[config.mk]
export PLATFORM = sky130hd
export DESIGN_NAME = mat4x4_mult_engine_flat
export DESIGN_NICKNAME = d
export VERILOG_FILES = /design/src/rtl/mat4x4_mult_engine_if.sv /design/src/rtl/mat4x4_mult_engine.sv /design/src/flat_wrapper.sv
export SDC_FILE = /design/constraint.sdc
export NUM_CORES = 2
export LEC_CHECK = 0
export ABC_AREA = 1
export CORE_AREA = 5 5 604 606
export DETAILED_ROUTE_END_ITERATION = 10
export DIE_AREA = 0 0 609 611
export PLACE_DENSITY_LB_ADDON = 0.12
export SYNTH_ARGS = -nofsm -noshare
export SYNTH_HDL_FRONTEND = slang
export SYNTH_SLANG_ARGS = --single-unit
[constraint.sdc]
create_clock -name clk -period 11.2 [get_ports clk]
set_input_delay 2.24 -clock clk [delete_from_list [all_inputs] [get_ports clk]]
set_output_delay 2.24 -clock clk [all_outputs]
set_load 0.01 [all_outputs]
[src/rtl/mat4x4_mult_engine_if.sv]
// Handshake and data bundle for the 4x4 matrix multiplier.
// The master drives start/operands; the slave returns C with done/busy.
interface mat4x4_mult_engine_if;
  logic          start;
  logic [1023:0] in_matrix;
  logic [511:0]  out_matrix;
  logic          done;
  logic          busy;

  modport master (
    output start,
    output in_matrix,
    input  out_matrix,
    input  done,
    input  busy
  );

  modport slave (
    input  start,
    input  in_matrix,
    output out_matrix,
    output done,
    output busy
  );
endinterface

[src/rtl/mat4x4_mult_engine.sv]
// Sequential 4x4 signed matrix multiply, one MAC per cycle (C = A x B).
// Define MM_SATURATE_EN to clamp results instead of wrapping them.
module mat4x4_mult_engine #(
  parameter int ELEM_W = 32,
  parameter int ACC_W  = 66
) (
  input logic           clk,
  input logic           reset_n,
  mat4x4_mult_engine_if.slave mm
);
  typedef enum logic [1:0] {
    IDLE,
    COMPUTE,
    FLUSH,
    DONE
  } state_t;

  localparam int MW = 16 * ELEM_W;
  localparam int PW = 2 * ELEM_W;

  state_t state, state_nx;

  logic [MW-1:0] a_q, b_q, c_mat_q;
  logic [1:0]    row_q, col_q, k_q;
  logic signed [ACC_W-1:0]  acc_q, sum;
  logic signed [ELEM_W-1:0] a_el, b_el, res;
  logic signed [PW-1:0]     prod;
  logic accept, last;
  int a_idx, b_idx, c_idx;

`ifdef MM_SATURATE_EN
  localparam logic signed [ACC_W-1:0] SAT_HI =
    {{(ACC_W-ELEM_W+1){1'b0}}, {(ELEM_W-1){1'b1}}};
  localparam logic signed [ACC_W-1:0] SAT_LO =
    {{(ACC_W-ELEM_W+1){1'b1}}, {(ELEM_W-1){1'b0}}};
`endif

  assign accept = mm.start &&
                  (state == IDLE || state == DONE);
  assign last   = &{row_q, col_q, k_q};

  always_ff @(posedge clk) begin
    if (!reset_n) state <= IDLE;
    else          state <= state_nx;
  end

  always_comb begin
    state_nx = state;
    unique case (state)
      IDLE:    if (accept) state_nx = COMPUTE;
      COMPUTE: if (last)   state_nx = FLUSH;
      FLUSH:   state_nx = DONE;
      DONE:    if (accept) state_nx = COMPUTE;
      default: state_nx = IDLE;
    endcase
  end

  always_comb begin
    mm.busy       = (state == COMPUTE);
    mm.done       = (state == DONE);
    mm.out_matrix = c_mat_q;
  end

  always_comb begin
    a_idx = 32'({row_q, k_q});
    b_idx = 32'({k_q, col_q});
    c_idx = 32'({row_q, col_q});
    a_el  = a_q[a_idx*ELEM_W +: ELEM_W];
    b_el  = b_q[b_idx*ELEM_W +: ELEM_W];
    prod  = a_el * b_el;
    sum   = (k_q == 2'd0 ? '0 : acc_q) +
            {{(ACC_W-PW){prod[PW-1]}}, prod};
`ifdef MM_SATURATE_EN
    if (sum > SAT_HI)      res = SAT_HI[ELEM_W-1:0];
    else if (sum < SAT_LO) res = SAT_LO[ELEM_W-1:0];
    else                   res = sum[ELEM_W-1:0];
`else
    res = sum[ELEM_W-1:0];
`endif
  end

  always_ff @(posedge clk) begin
    if (!reset_n) begin
      a_q     <= '0;
      b_q     <= '0;
      c_mat_q <= '0;
      acc_q   <= '0;
      row_q   <= '0;
      col_q   <= '0;
      k_q     <= '0;
    end else if (accept) begin
      a_q   <= mm.in_matrix[MW-1:0];
      b_q   <= mm.in_matrix[2*MW-1:MW];
      row_q <= '0;
      col_q <= '0;
      k_q   <= '0;
    end else if (state == COMPUTE) begin
      acc_q <= sum;
      {row_q, col_q, k_q} <= {row_q, col_q, k_q} + 6'd1;
      if (k_q == 2'd3)
        c_mat_q[c_idx*ELEM_W +: ELEM_W] <= res;
    end
  end
endmodule
[src/flat_wrapper.sv]
// flat-port wrapper written by rule: the top's interface ports become plain ports
module mat4x4_mult_engine_flat 
#(
  parameter int ELEM_W = 32,
  parameter int ACC_W  = 66
)
  (clk, reset_n, mm_start, mm_in_matrix, mm_out_matrix, mm_done, mm_busy);
  mat4x4_mult_engine_if mm_i ();
  input logic clk;
  input logic reset_n;
  input wire logic [$bits(mm_i.start)-1:0] mm_start;
  input wire logic [$bits(mm_i.in_matrix)-1:0] mm_in_matrix;
  output wire logic [$bits(mm_i.out_matrix)-1:0] mm_out_matrix;
  output wire logic [$bits(mm_i.done)-1:0] mm_done;
  output wire logic [$bits(mm_i.busy)-1:0] mm_busy;
  assign mm_i.start = mm_start;
  assign mm_i.in_matrix = mm_in_matrix;
  assign mm_out_matrix = mm_i.out_matrix;
  assign mm_done = mm_i.done;
  assign mm_busy = mm_i.busy;
  mat4x4_mult_engine #(.ELEM_W(ELEM_W), .ACC_W(ACC_W)) u_core (.clk(clk), .reset_n(reset_n), .mm(mm_i));
endmodule
==> results.cfg <==
[placed_design]
place_inst = 17200
dpl_worst_slack_ns = 0.185
postPlaceCellArea_um2 = 103000
hpwl_um = 370000
numPortBuffers = 1540
gp_congestion = 0.882

[critical_path]
critPathLaunchType = register
crit_fanout = 67
critPathKind = register to register
cp.required_ns = 12.04
end_kind = register
cp_num_buf_inv = 10
cpMostUsedCell = fa_1
cpLargestDelayFamily = adder cells
slowest_delay_ns = 0.63
slowest_stage = o21ai_0
cp.arrival_ns = 11.54

[worst_hold_path]
hp-class = register to register

[timing]
timing.final.max_slew_violations = 0
setup_tns_ns = 0
rsz0062_at_grt = no
relSlewSlack_pct = 16.4
setup_violations = 0
worst_slack_ns = 0.498
period_share_pct = 95.6
fmax_mhz = 93.4
hold_viol = 0
worst_pin_slew_ns = 1.24
fin_skew_ns = 0.125
period_needed_ns = 10.70

[route]
postRouteAntennaNets = 0
drt_pass1_iterations = 6
wl_um = 469000
vias_per_cell = 4.62
drt_iter0_drc = 6668
via_count = 81300
routedWlPerCell_um = 26.6
drcViolationCount = 0

[clock_network]
clockBufferDepth = 4
ctsRootBufferMaster = clkbuf_16
cts.sinks = 1576
ctsHtreeMaxLevel = 4
cts_tree = built
clock_latency_ns = 0.94
clk_pin_slew_ns = 0.06
cts-buffers-inserted = 198

[floorplanning]
core_region_area_um2 = 358000
initial_utilization_pct = 23.1
fp.dieArea_um2 = 372000
fp-row-count = 220
die_h_um = 611
die_w_um = 609
io_pins = 1541

[logic_synthesis]
synth_top_area_cell = dfxtp_1
avgSynthCellArea_um2 = 7.27
ys_seq_area_share_pct = 38.2
netlist.area_leader.share_pct = 38.2
ys_warn_count = 0
synth_fa_ha_area_share_pct = 12.8
syn_nets = 13000
synth.mux.area_fraction_pct = 0
synthXorXnorAreaFrac_pct = 0.613
netlist_top_cells_area = dfxtp_1 (38%), o21ai_0 (11%), fa_1 (9.9%)
synth_top_family_by_area = compound AO/OA/AOI/OAI gates
synthSimpleGateAreaFrac_pct = 17.8
synth_area_um2 = 82700
synthDistinctLibCells = 55
synth_compound_area_share_pct = 19.6
synthCells = 11400
ys_ff_latch = 1576

[global_routing]
grt_overflow = 0
grt_max_degree = 175
grt_pass1_wl_um = 645000
antenna_found_initial = 199
grt_usage_pct = 24.2
grt_pass1_vias = 79400

[final_layout]
fill_cells = 39300
area_growth_pct = 33.2
post-route-cell-area_um2 = 110000
fin_cells = 17600
mostFrequentLayoutCell = o21ai_0
drive_gt1_share_pct = 5.62
final_cell_mix = o21ai_0 (1885), nor2_1 (1722), dfxtp_1 (1571)
nNetsFinal = 14200

[flow_run]
max_cap_violations = 0

[status]
outcome = complete, no violations
state kept, by name, summed over array words and instances (netlist names):
register              flops
u_core.state              2
u_core.row_q              2
u_core.k_q                2
u_core.col_q              2
u_core.acc_q             32
u_core.a_q              512
u_core.b_q              512
u_core.mm.out_matrix    512
cell usage after synthesis, drive strengths merged:
cell / n
a221o: 1
clkbuf: 586
a31o: 1
a221oi: 3
a31oi: 2
o211ai: 86
o21ai: 1917
nand3b: 12
nor4: 3
clkinv: 2
o221ai: 3
or2: 36
dfxtp: 1576
xor2: 37
o2111ai: 1
nand2: 1412
a21oi: 1117
xnor2: 20
nor3: 16
nand4: 8
a41oi: 2
nor2: 1739
nor3b: 1
inv: 1443
a211oi: 2
nand3: 467
o21bai: 6
and2: 2
fa: 409
o21a: 1
a21boi: 6
o22ai: 16
buf: 234
a21o: 6
ha: 191
path summary, 6_finish.rpt:
kind                   startpoint                        end  slack (ns)  cells past startpoint
setup / recovery  u_core.col_q[0]  u_core.mm.out_matrix[126]        0.50                     41
hold / removal    u_core.b_q[333]            u_core.b_q[333]        0.45                      2
setup reg to reg  u_core.col_q[0]  u_core.mm.out_matrix[126]        0.50                     41
hold reg to reg   u_core.b_q[333]            u_core.b_q[333]        0.45                      2
kinds of logic (layout without fill, tap and decap cells):
| logic type | Yosys count | count (layout) |
|---|---|---|
| AO/OA/AOI/OAI | 3170 | 3170 |
| XOR/XNOR | 57 | 57 |
| adder cells (fa/ha/maj) | 600 | 600 |
| buffers and inverters | 2265 | 3648 |
| flip-flops | 1576 | 1576 |
| other | 0 | 97 |
| AND/OR/NAND/NOR | 3696 | 3696 |
per-layer routing:
metal  wire length (um)  vias to the layer above  track usage [%]  share of wire [%]
met5                237                        -                0              0.050
met4              20300                       42             10.1                4.3
met3              25800                      667             4.46                5.5
met2             227000                     2466             41.3                 48
met1             196000                    39300             29.8                 42
li1                   -                    38800                -                  -
cell type report:
type	instances	area, um2	share of cell area [%]
Antenna cell	97	243	0.220
Clock buffer	303	5840	5.30
Clock inverter	46	569	0.517
Inverter	1445	5470	4.97
Multi-Input combinational cell	7523	42200	38.4
Sequential cell	1576	31600	28.7
Tap cell	4773	5970	5.42
Timing Repair Buffer	1854	18200	16.6
worst register-to-register path, delay by kind of cell, from the launching register on:
kind	cells	cell delay, ns
adder cells (fa/ha/maj)	10	4.78
AO/OA/AOI/OAI	7	1.73
XOR/XNOR	2	0.52
buffers and inverters	10	1.23
flip-flops	1	0.42
AND/OR/NAND/NOR	12	2.02
metrics by stage:
step                hold WS (ns)  util, %
floorplan                  0.424        -
global route               0.463     30.7
global placement           0.439     28.8
detailed placement         0.443     28.8
CTS                        0.451     30.6
finish                     0.452     30.7
timing repair:
action,CTS,global route
hold buffers,0,0
endpoints found under the setup margin,0,111
buffers inserted,0,1
resized for setup,0,32
endpoints found under the hold margin,0,0
Power is not shown: default switching activity piles up to over one toggle a cycle in this logic, so the estimate is an artifact.
